## config.mk

```make
export PLATFORM = sky130hd
export DESIGN_NAME = ori_vfetch
export DESIGN_NICKNAME = d
export VERILOG_FILES = /design/src/rtl/ori_vfetch.sv
export SDC_FILE = /design/constraint.sdc
export NUM_CORES = 1
export LEC_CHECK = 0
export ABC_CLOCK_PERIOD_IN_PS = 4400
export CORE_UTILIZATION = 58
export CTS_BUF_LIST = sky130_fd_sc_hd__clkbuf_16
export CTS_CLUSTER_SIZE = 30
export DETAILED_ROUTE_END_ITERATION = 16
export PLACE_DENSITY = 0.85
export SETUP_SLACK_MARGIN = 0.5
export SYNTH_ARGS = -nofsm -noshare
export SYNTH_HDL_FRONTEND = slang
export SYNTH_SLANG_ARGS = --single-unit
```

## constraint.sdc

```tcl
create_clock -name clk_i -period 4.4 [get_ports clk_i]
set_clock_uncertainty 0.15 [all_clocks]
set_input_delay 0.88 -clock clk_i [delete_from_list [all_inputs] [get_ports clk_i]]
set_output_delay 0.88 -clock clk_i [all_outputs]
set_load 0.01 [all_outputs]
```

## src/rtl/ori_vfetch.sv

```systemverilog
// Video timing and fetch sequencer: walks pixel phase / byte slot / line on the
// pixel enable, issues video RAM reads, strobes byte loads and generates sync/blank.
module ori_vfetch #(
  parameter int H_TOTAL  = 80,
  parameter int H_ACT    = 48,
  parameter int V_TOTAL  = 312,
  parameter int V_ACT    = 256,
  parameter int HS_START = 60,
  parameter int HS_LEN   = 6,
  parameter int VS_START = 275,
  parameter int VS_LEN   = 4
) (
  input  logic        clk_i,
  input  logic        por_i,
  input  logic        cke_10m_i,
  input  logic [1:0]  scr_sel_i,
  input  logic [2:0]  vmode_i,
  output logic [15:0] vaddr_o,
  output logic        vid_rd_o,
  output logic        cke_pix_o,
  output logic [2:0]  vmode_o,
  output logic        blank_o,
  output logic        hsync_o,
  output logic        vsync_o
);

  localparam logic [6:0] H_LAST = 7'(H_TOTAL - 1);
  localparam logic [6:0] H_ACT_W = 7'(H_ACT);
  localparam logic [6:0] HS_S = 7'(HS_START);
  localparam logic [6:0] HS_E = 7'(HS_START + HS_LEN);
  localparam logic [8:0] V_LAST = 9'(V_TOTAL - 1);
  localparam logic [8:0] V_ACT_W = 9'(V_ACT);
  localparam logic [8:0] VS_S = 9'(VS_START);
  localparam logic [8:0] VS_E = 9'(VS_START + VS_LEN);

  logic [2:0]  phase, phase_n;
  logic [6:0]  hbyte, hbyte_n;
  logic [8:0]  line, line_n;
  logic [1:0]  scr_q, scr_n;
  logic        frame_start;
  logic        fetch_cur, fetch_n;
  logic [15:0] vaddr_n;
  logic        rd_n, blank_n, hs_n, vs_n;

  // Next-position decode; outputs are computed from the post-tick position so
  // they line up with the counters they describe.
  always_comb begin
    phase_n = phase + 3'd1;
    hbyte_n = hbyte;
    line_n  = line;
    if (phase == 3'd7) begin
      hbyte_n = (hbyte == H_LAST) ? 7'd0 : hbyte + 7'd1;
      if (hbyte == H_LAST) begin
        line_n = (line == V_LAST) ? 9'd0 : line + 9'd1;
      end
    end
    frame_start = (phase == 3'd7) && (hbyte == H_LAST) && (line == V_LAST);
    scr_n       = frame_start ? scr_sel_i : scr_q;
    fetch_cur   = (hbyte < H_ACT_W) && (line < V_ACT_W);
    fetch_n     = (hbyte_n < H_ACT_W) && (line_n < V_ACT_W);
    vaddr_n     = {~scr_n, 14'h0} | (16'(hbyte_n) << 8) | {8'h00, line_n[7:0]};
    rd_n        = fetch_n && (phase_n <= 3'd5);
    // Display runs one slot behind the fetch, hence the 1..H_ACT window.
    blank_n     = !((hbyte_n >= 7'd1) && (hbyte_n <= H_ACT_W) && (line_n < V_ACT_W));
    hs_n        = !((hbyte_n >= HS_S) && (hbyte_n < HS_E));
    vs_n        = !((line_n >= VS_S) && (line_n < VS_E));
  end

  // Byte-load handshake: vid_rd_o requests the byte at vaddr_o for phases 0..5 of
  // a fetch slot; cke_pix_o is the single-cycle strobe on the phase-7 tick at
  // which the serializer must take that byte (load wins over its 8th shift).
  assign cke_pix_o = cke_10m_i && !por_i && fetch_cur && (phase == 3'd7);

  always_ff @(posedge clk_i) begin
    if (por_i) begin
      phase    <= 3'd0;
      hbyte    <= 7'd0;
      line     <= 9'd0;
      scr_q    <= 2'd0;
      vmode_o  <= 3'd0;
      vaddr_o  <= 16'hC000;
      vid_rd_o <= 1'b0;
      blank_o  <= 1'b1;
      hsync_o  <= 1'b1;
      vsync_o  <= 1'b1;
    end else if (cke_10m_i) begin
      phase    <= phase_n;
      hbyte    <= hbyte_n;
      line     <= line_n;
      scr_q    <= scr_n;
      if (frame_start) begin
        vmode_o <= vmode_i;
      end
      vaddr_o  <= vaddr_n;
      vid_rd_o <= rd_n;
      blank_o  <= blank_n;
      hsync_o  <= hs_n;
      vsync_o  <= vs_n;
    end
  end

endmodule

```

# Word-level counts from Yosys, hierarchy flattened
# Cells that the tools add are included.
dict set report word_totals {
  inputBits 8
  register_bits 44
  output_inout_bits 24
}
dict set report classes {
  n_lt_le_gt_ge 11
  n_bitwise 3
  eq_ne 3
  muxes 6
  n_addsub 3
  n_reduce_logical 17
}
# cell n
set ops {}
lappend ops {{< comparator 9 bit (second input constant)} 3}
lappend ops {{two-way mux 9 bit} 3}
lappend ops {{OR 16 x 15 -> 16 bit} 1}
lappend ops {{OR 16 x 8 -> 16 bit} 1}
lappend ops {{< comparator 7 x 6 -> 1 bit (second input constant)} 2}
lappend ops {{two-way mux 7 bit} 2}
lappend ops {{logical AND 1 bit} 12}
lappend ops {{adder 9 x 1 -> 9 bit (second input constant)} 1}
lappend ops {{equality test 9 bit (second input constant)} 1}
lappend ops {{>= comparator 9 bit (second input constant)} 1}
lappend ops {{adder 7 x 1 -> 7 bit (second input constant)} 1}
lappend ops {{equality test 7 bit (second input constant)} 1}
lappend ops {{>= comparator 7 x 1 -> 1 bit (second input constant)} 1}
lappend ops {{>= comparator 7 x 6 -> 1 bit (second input constant)} 1}
lappend ops {{<= comparator 7 x 6 -> 1 bit (second input constant)} 1}
lappend ops {{< comparator 7 bit (second input constant)} 1}
lappend ops {{zero test 1 bit} 4}
lappend ops {{adder 3 x 1 -> 3 bit (second input constant)} 1}
lappend ops {{equality test 3 bit (second input constant)} 1}
lappend ops {{<= comparator 3 bit (second input constant)} 1}
lappend ops {{two-way mux 2 bit} 1}
lappend ops {{NOT 2 bit} 1}
lappend ops {{AND reduction 2 bit} 1}

# Longest topological paths before layout
# Gate-level depths: netlist of run 1.
dict set report depth {
  ltp_word 7
  ltp_mapped 8
  ltp_nobuf 7
}

# Worst setup path after synthesis of run 1
# Ideal clock, no wire load.
dict set report synth_path {
  path_type {in2out}
  startpoint {input port cke_10m_i}
  endpoint {output port cke_pix_o}
  t_arrival_ns 1.745
  path_slack_ns 1.625
  t_required_ns 3.370
  path_stages 3
  cell_sequence {clkbuf_1 nand2_1 nor4b_1}
}
dict set report synth_between {
  elab_chain_cells 3
}
# item line_no
set synth_lines {}
lappend synth_lines {{start: declaration} 15} ;# input logic cke_10m_i,
lappend synth_lines {{logical AND 1 bit (3 in series)} 72} ;# assign cke_pix_o = cke_10m_i && !por_i && fetch_cur && (phase == 3'd7);
lappend synth_lines {{end: declaration} 20} ;# output logic cke_pix_o,
# No other way between the ends.

# Worst setup path after layout of run 1
dict set report layout_path {
  startpoint {register phase[0]}
  endpoint {output port cke_pix_o}
}
dict set report layout_between {
  elab_chain_cells 2
}
# item line_no
set layout_lines {}
lappend layout_lines {{start: declaration} 36} ;# logic [2:0] phase, phase_n;
lappend layout_lines {{start signal: assignment} 87} ;# phase <= phase_n;
lappend layout_lines {{equality test 3 bit} 72}
lappend layout_lines {{logical AND 1 bit} 72}
# No other way between the ends.

==> flow_metrics.py, run 1 <==
metrics = {
    "yosys": {
        "syn_inst": 250,
        "syn_area_sq_um": 2030,
        "synth_top_area_cell": "dfxtp_1",
        "yosys_warnings": 0,
        "synth_ff_type": "dfxtp_1",
        "synth_top_area_share_pct": 29.6,
        "synth.distinct_cells": 58,
        "synth_area_leaders": "dfxtp_1 30%, buf_4 5.9%, mux2i_1 4.4%",
        "yosysSeqAreaShare_pct": 29.6,
        "synth-async-reset-ratio_pct": 0,
        "synth-seq-cells": 30,
        "synth_edf_count": 0,
        "avgSynthCellArea_sq_um": 8.13,
        "synth_nets": 263,
    },
    "critical_path": {
        "cp_max_fo": 13,
        "worst-endpoint-required_ns": 3.37,
        "path_cells": "ha_1 -> ha_1 -> nand2_1 -> nor4b_1 -> clkdlybuf4s50_1",
        "critPathTopFamily": "adder cells",
        "critPathSlowestCell": "clkdlybuf4s50_1",
        "endpoint_kind": "primary output",
        "arrival_ns": 2.34,
        "cp_slowest_stage_delay_ns": 0.59,
        "crit_buf_inv": 1,
        "cp_common_cell": "ha_1",
        "cp-start-kind": "flop",
        "criticalPathCategory": "flop to primary output",
    },
    "placement": {
        "dpl_cell_area_sq_um": 2200,
        "routabilityCongestion": 0.849,
        "post-place-cells": 298,
        "dp_hpwl_microns": 2940,
        "numPortBuffers": 31,
    },
    "route": {
        "post_drt_wl_per_cell_microns": 15.2,
        "highest_layer": "met4",
        "via_count": 1874,
        "met3_wirelength_microns": 282,
        "drt-met1-wl_microns": 2210,
        "via_per_inst": 6.12,
        "route.met2.wl_microns": 2120,
        "drtIter0Drc": 106,
        "wirelength_microns": 4660,
        "drc": 0,
        "drt-pass1-iter-count": 4,
        "antenna_left": 0,
    },
    "cells_and_area": {
        "area_growth_pct": 17.7,
        "regArea_sq_um": 601,
        "drive_gt1_share_pct": 6.15,
        "multi_input_area_sq_um": 1190,
        "utilization_pct": 71.7,
        "instances_no_fill": 306,
        "final_common_cell": "clkdlybuf4s50_1",
        "n_antenna_cell": 0,
        "nFillCells": 272,
        "stdcell_area_sq_um": 2390,
        "final_cell_mix": "31 x clkdlybuf4s50_1, 30 x dfxtp_1, 24 x nor2_1",
        "final_nets": 272,
    },
    "sta": {
        "worst_slew_pin_slew_ns": 0.485,
        "slew_headroom_pct": 67.7,
        "fin_crit_sh_pct": 76.6,
        "setup_viol": 0,
        "rsz0062_at_grt": "false",
        "setup_tns_ns": 0,
        "drv_slew": 0,
        "fin_crit_ns": 3.37,
        "hold_viol": 0,
        "fmax_mhz": 297,
    },
    "power_and_ir_drop": {
        "p_leak_nw": 0.856,
        "p_per_area_nw_per_um2": 318,
        "p_clk_share_pct": 58.5,
        "vdd_drop_max_uv": 241,
        "power_frac_comb_pct": 4.7,
        "swShare_pct": 19.2,
        "internal_power_mw": 0.615,
        "p_sw_mw": 0.146,
        "seqPwrFrac_pct": 36.8,
    },
    "grt": {
        "grt_pass1_vias": 1591,
        "grt_pass1_wl_microns": 7420,
        "grt_max_degree": 30,
        "antenna_found_initial": 0,
        "grt_usage_pct": 27.1,
        "grt_overflow": 0,
    },
    "clocking": {
        "cts_num_sinks": 30,
        "htreeDepth": 2,
        "cts_resized": 0,
        "hold_buffers": 0,
        "clock_latency_ns": 0.28,
        "cts_buffer_depth": 2,
        "cts_buffers": 5,
        "root_buffer": "clkbuf_16",
        "clk_pin_slew_ns": 0.05,
        "cts_tree": "built",
        "postCtsSetupRepairBufs": 0,
    },
    "floorplan": {
        "chipWidth_microns": 61.2,
        "die_h_microns": 61.2,
        "die-area_sq_um": 3740,
        "start_util_pct": 60.9,
        "core_sq_um": 3340,
        "num_rows": 21,
        "ios": 32,
    },
    "hold_path": {
        "min_path_type": "flop to flop",
    },
    "run_status": {
        "status": "finished, final reports clean",
    },
    "job": {
        "maxCapViolations": 0,
    },
}
## cell type report
type                       instances  share of cell area [%]
clock buffer                       5                    5.23
clock inverter                     3                    2.67
inverter                           8                    1.26
multi-input combinational        181                    49.7
sequential                        30                    25.1
tap                               46                    2.41
timing repair buffer              33                    13.6
## worst paths after layout
check                             start               endpoint  slack (ns)  depth (start not counted)
hold reg to reg   vid_rd_o$_SDFFE_PP0P_  vid_rd_o$_SDFFE_PP0P_        0.32                          2
setup / recovery  phase[0]$_SDFFE_PP0P_              cke_pix_o        1.03                          5
hold / removal    vid_rd_o$_SDFFE_PP0P_  vid_rd_o$_SDFFE_PP0P_        0.32                          2
setup reg to reg  phase[0]$_SDFFE_PP0P_  vid_rd_o$_SDFFE_PP0P_        1.58                          7
## kinds of logic (layout without fill, tap and decap cells)
logic type | count (synthesis) | in the layout | share of synthesized area [%]
compound gates | 54 | 54 | 17.9
mux | 9 | 9 | 4.43
fa+ha+maj | 5 | 5 | 3.08
xor+xnor | 12 | 12 | 5.17
buf+inv | 39 | 49 | 11.9
simple gates | 101 | 101 | 28.0
flops | 30 | 30 | 29.6
## power by group through the flow
stage / Sequential [mW] / Combinational [mW] / Clock [mW]
floorplan: 0.284 / 0.0218 / 0
global placement: 0.285 / 0.0351 / 0
detailed placement: 0.285 / 0.0355 / 0
CTS: 0.280 / 0.0359 / 0.447
global route: 0.280 / 0.0400 / 0.461
finish: 0.280 / 0.0359 / 0.445
## synth_stat cells, types with 3 or more instances
cell and count:
a21oi_1 17, a31oi_1 3, and2_1 4, and4_1 3
buf_2 5, buf_4 16, buf_6 4, clkbuf_1 5
dfxtp_1 30, ha_1 5, inv_1 7, mux2i_1 9
nand2_1 19, nand3_1 11, nand4_1 6, nor2_1 24
nor2b_1 3, nor3_1 8, o21ai_0 9, or4_1 4
xnor2_1 6, xor2_1 6
## worst reg2reg max path: cells and delay by family (launching register included)
| family | cells | cell delay (ns) |
|---|---|---|
| adders and majority gates | 2 | 0.62 |
| DFF | 1 | 0.37 |
| and+or+nand+nor | 3 | 1.27 |
| AOI/OAI and AO/OA | 2 | 0.34 |
## registers in the layout, indices dropped and copies added, names as in the netlist, 2 cells and up
name	flops
phase	3
vmode_o	3
vaddr_o	16
scr_q	2
## metrics by stage
stage	total power [mW]	setup slack [ns]	hold slack (ns)
4_1_cts	0.762	1.02	0.318
3_3_place_gp	0.320	1.05	0.306
3_5_place_dp	0.321	1.04	0.310
2_1_floorplan	0.306	1.63	0.307
6_report	0.761	1.03	0.318
5_1_grt	0.781	0.795	0.342
## per-layer routing
metal  track usage [%]  vias up
met5                 0        -
met4              10.7        0
met3              8.40        6
met2              39.4       63
met1              37.2      891
li1                  -      914
(Power assumes the default switching activity.)
==> run 2, diff against run 1 <==
Settings changed: ABC_CLOCK_PERIOD_IN_PS 4400 to 3250, CORE_UTILIZATION 58 to 54, PLACE_DENSITY 0.85 to 0.8.
Clock period 4.4 ns to 3.25 ns, I/O delays scaled along.
==> flow_metrics.py, run 2 (synthesis results as in run 1) <==
metrics = {
    "run_status": {
        "status": "finished, final reports clean",
    },
    "sta": {
        "rsz0062_at_grt": "false",
        "fin_crit_ns": 2.56,
        "slew_headroom_pct": 70.1,
        "fin_crit_sh_pct": 78.8,
        "hold_viol": 0,
        "setup_tns_ns": 0,
        "drv_slew": 0,
        "setup_viol": 0,
        "fmax_mhz": 391,
        "worst_slew_pin_slew_ns": 0.445,
    },
    "clocking": {
        "htreeDepth": 2,
        "cts_buffer_depth": 2,
        "root_buffer": "clkbuf_16",
        "postCtsSetupRepairBufs": 0,
        "cts_num_sinks": 30,
        "cts_buffers": 5,
        "cts_tree": "built",
        "clock_latency_ns": 0.28,
        "clk_pin_slew_ns": 0.05,
    },
    "floorplan": {
        "die-area_sq_um": 4010,
        "ios": 32,
        "chipWidth_microns": 63.3,
        "num_rows": 21,
        "core_sq_um": 3470,
        "die_h_microns": 63.3,
        "start_util_pct": 58.6,
    },
    "power_and_ir_drop": {
        "vdd_drop_max_uv": 354,
        "p_per_area_nw_per_um2": 369,
        "p_leak_nw": 0.841,
    },
    "route": {
        "antenna_left": 0,
        "post_drt_wl_per_cell_microns": 14.5,
        "via_count": 1875,
        "drc": 0,
        "drtIter0Drc": 169,
        "wirelength_microns": 4460,
        "drt-pass1-iter-count": 5,
        "via_per_inst": 6.11,
    },
    "grt": {
        "grt_overflow": 0,
        "antenna_found_initial": 0,
        "grt_max_degree": 30,
        "grt_usage_pct": 23.6,
        "grt_pass1_wl_microns": 7450,
        "grt_pass1_vias": 1585,
    },
    "critical_path": {
        "endpoint_kind": "primary output",
        "reg2regPathDepth": 7,
        "criticalPathCategory": "primary input to primary output",
        "cp_slowest_stage_delay_ns": 0.48,
        "worst-endpoint-required_ns": 2.45,
        "path_cells": "clkdlybuf4s50_1 -> nand2_1 -> nor4b_2 -> dlygate4sd2_1",
        "cp_max_fo": 4,
        "cp-start-kind": "primary input",
        "arrival_ns": 1.76,
        "critPathSlowestCell": "clkdlybuf4s50_1",
    },
    "hold_path": {
        "hold_depth": 2,
        "min_path_type": "flop to flop",
    },
    "cells_and_area": {
        "area_growth_pct": 16.1,
        "stdcell_area_sq_um": 2360,
        "largestRegisters": "vaddr_o x16, phase x3, vmode_o x3",
        "n_antenna_cell": 0,
        "final_nets": 273,
        "largest_reg_flops": 16,
        "final_cell_mix": "30 x dfxtp_1, 30 x clkdlybuf4s50_1, 24 x nor2_1",
        "regMostFlops": "vaddr_o",
        "drive_gt1_share_pct": 7.66,
    },
    "placement": {
        "dp_hpwl_microns": 3020,
        "numPortBuffers": 31,
        "routabilityCongestion": 0.828,
        "dpl_cell_area_sq_um": 2210,
    },
    "job": {
        "maxCapViolations": 0,
    },
}
[run 2: cell count changes in the layout (fill, tap and decap cells not counted)]
cell and change:
buf_4 +1, clkinvlp_4 +1, dlygate4sd2_1 +1, bufinv_16 -2, and3_1 -1, ha_1 -1, nor4b_1 -1, nor4b_2 +1
ha_2 +1, clkdlybuf4s50_1 -1, clkinv_2 +1, and3_2 +1
[run 2: area by class of cell]
class	count	area (sq um)
clock inverter	3	16.3
multi-input combinational	181	1200
inverter	8	30.0
fill	313	1110
sequential	30	601
timing repair buffer	34	332
clock buffer	5	125
tap	46	57.6
[run 2: power breakdown]
part | internal, mW | switching, mW
clock network | 0.279 | 0.164
registers | 0.374 | 0.00549
logic | 0.0227 | 0.0261
total | 0.675 | 0.196
[run 2: through the flow]
stage	setup slack (ns)	cells	total power, mW	util [%]	hold slack (ns)
floorplan	0.935	250	0.414	-	0.307
global placement	0.399	299	0.433	63.7	0.317
detailed placement	0.370	299	0.435	63.7	0.313
CTS	0.543	307	0.879	67.7	0.358
global route	0.571	307	0.901	68.0	0.382
finish	0.690	307	0.871	68.0	0.344
[run 2: what timing repair did]
item                       CTS  global route
gates resized for setup      1             3
cloned                       0             0
hold buffers                 0             0
setup endpoints to repair    1             2
[run 2: layer usage]
| layer | vias up | GRT usage (%) | share of wire (%) |
|---|---|---|---|
| li1 | 917 | - | - |
| met1 | 862 | 33.6 | 49 |
| met2 | 87 | 33.9 | 43 |
| met3 | 9 | 4.53 | 6.8 |
| met4 | 0 | 10.5 | 1.7 |
| met5 | - | 0 | 0 |
[run 2: path summary, 6_finish.rpt]
kind | slack, ns | from | endpoint
min reg2reg | 0.34 | vid_rd_o$_SDFFE_PP0P_ | vid_rd_o$_SDFFE_PP0P_
max | 0.69 | cke_10m_i | cke_pix_o
min | 0.34 | vid_rd_o$_SDFFE_PP0P_ | vid_rd_o$_SDFFE_PP0P_
max reg2reg | 0.74 | phase[0]$_SDFFE_PP0P_ | hsync_o$_SDFFE_PP1P_
[run 2: worst max-delay path, delay by kind of cell]
| kind | cells | cell delay [ns] |
|---|---|---|
| buf+inv | 2 | 0.77 |
| simple gates | 2 | 0.33 |
==> run 3, diff against run 2 <==
Settings changed: ABC_CLOCK_PERIOD_IN_PS 3250 to 2450.
Clock period 3.25 ns to 2.45 ns, I/O delays scaled along.
==> flow_metrics.py, run 3 (synthesis results as in run 1) <==
metrics = {
    "critical_path": {
        "criticalPathCategory": "flop to flop",
        "worst-endpoint-required_ns": 2.51,
        "reg2regPathDepth": 7,
        "cp_max_fo": 7,
        "cp-start-kind": "flop",
        "endpoint_kind": "flop",
        "arrival_ns": 2.23,
    },
    "clocking": {
        "clock_latency_ns": 0.28,
        "cts_buffers": 5,
        "cts_num_sinks": 30,
        "cts_tree": "built",
        "hold_buffers": 0,
        "root_buffer": "clkbuf_16",
        "clk_pin_slew_ns": 0.05,
        "cts_buffer_depth": 2,
        "htreeDepth": 2,
    },
    "floorplan": {
        "core_sq_um": 3470,
        "die-area_sq_um": 4010,
        "ios": 32,
        "chipWidth_microns": 63.3,
        "num_rows": 21,
        "die_h_microns": 63.3,
        "start_util_pct": 58.6,
    },
    "grt": {
        "antenna_found_initial": 0,
        "grt_overflow": 0,
        "grt_pass1_wl_microns": 8750,
        "grt_usage_pct": 28.3,
        "grt_max_degree": 30,
        "grt_pass1_vias": 1875,
    },
    "sta": {
        "fin_crit_ns": 2.17,
        "drv_slew": 0,
        "setup_tns_ns": 0,
        "worst_slew_pin_slew_ns": 0.419,
        "slew_headroom_pct": 71.7,
        "fin_crit_sh_pct": 88.6,
        "hold_viol": 0,
        "fmax_mhz": 461,
        "rsz0062_at_grt": "true",
        "setup_viol": 0,
    },
    "cells_and_area": {
        "regMostFlops": "vaddr_o",
        "largest_reg_flops": 16,
        "drive_gt1_share_pct": 28.5,
        "final_cell_mix": "28 x clkdlybuf4s50_1, 24 x nor2_1, 18 x nand2_1, 18 x buf_4, 16 x dfxtp_1",
        "utilization_pct": 79.1,
        "instances_no_fill": 327,
        "final_common_cell": "clkdlybuf4s50_1",
        "n_antenna_cell": 0,
        "final_nets": 293,
        "largestRegisters": "vaddr_o x16, phase x3, vmode_o x3",
        "area_growth_pct": 35.0,
    },
    "run_status": {
        "status": "finished, final reports clean",
    },
    "route": {
        "antenna_left": 0,
        "via_count": 2087,
        "drt-pass1-iter-count": 5,
        "drtIter0Drc": 193,
        "drc": 0,
        "post_drt_wl_per_cell_microns": 18.0,
        "via_per_inst": 6.38,
        "wirelength_microns": 5870,
    },
    "power_and_ir_drop": {
        "finalPower_mw": 1.17,
        "p_per_area_nw_per_um2": 425,
        "vdd_drop_max_uv": 400,
        "p_leak_nw": 1.01,
    },
    "placement": {
        "dp_hpwl_microns": 3350,
        "numPortBuffers": 31,
        "post-place-cells": 311,
        "routabilityCongestion": 0.900,
    },
    "job": {
        "maxCapViolations": 0,
    },
    "hold_path": {
        "hold_depth": 2,
        "min_path_type": "flop to flop",
    },
}
-- run 3: where the power goes --
part / internal (mW) / switching, mW / total (mW)
logic: 0.0402 / 0.0420 / 0.0823
clock network: 0.366 / 0.219 / 0.585
registers: 0.490 / 0.00804 / 0.498
total: 0.896 / 0.269 / 1.17
-- run 3: path summary, 6_finish.rpt --
check / end / slack [ns] / start
hold / removal: vid_rd_o$_SDFFE_PP0P_ / 0.33 / vid_rd_o$_SDFFE_PP0P_
hold reg to reg: vid_rd_o$_SDFFE_PP0P_ / 0.33 / vid_rd_o$_SDFFE_PP0P_
setup reg to reg: vid_rd_o$_SDFFE_PP0P_ / 0.28 / phase[1]$_SDFFE_PP0P_
setup / recovery: vid_rd_o$_SDFFE_PP0P_ / 0.28 / phase[1]$_SDFFE_PP0P_
-- run 3: metal layers --
| layer | part of all wire, % | global-route usage, % | wire length [microns] | vias up |
|---|---|---|---|---|
| li1 | - | - | - | 961 |
| met1 | 40 | 32.6 | 2330 | 997 |
| met2 | 50 | 46.4 | 2960 | 105 |
| met3 | 6.5 | 8.33 | 381 | 24 |
| met4 | 3.4 | 15.3 | 197 | 0 |
| met5 | 0 | 0 | 0 | - |
-- run 3: worst max-delay path: stages (launching register included) --
cell	delay (ns)
dfxtp_2	0.35
ha_4	0.15
ha_4	0.19
and4_4	0.27
and3_4	0.22
a31oi_2	0.10
or4b_4	0.54
a21oi_2	0.13
-- run 3: repair_timing --
item | CTS | global route
setup buffers | 6 | 2
pin swaps | 5 | 7
resized for setup | 41 | 24
endpoints found under the setup margin | 23 | 27
-- run 3: through the flow --
step	hold WS, ns	worst slack, ns	instance area [sq um]
global route	0.343	0.228	2740
floorplan	0.307	0.356	2080
CTS	0.338	0.304	2650
detailed placement	0.328	-0.0418	2350
global placement	0.305	-0.0518	2350
finish	0.334	0.280	2740
-- run 3: cell type report --
cell class	instances	area (sq um)
clock inverters	3	12.5
flip-flops and latches	30	633
well taps	46	57.6
repair buffers	54	505
multi-input cells	181	1380
fillers	231	724
inverters	8	30.0
clock buffers	5	125
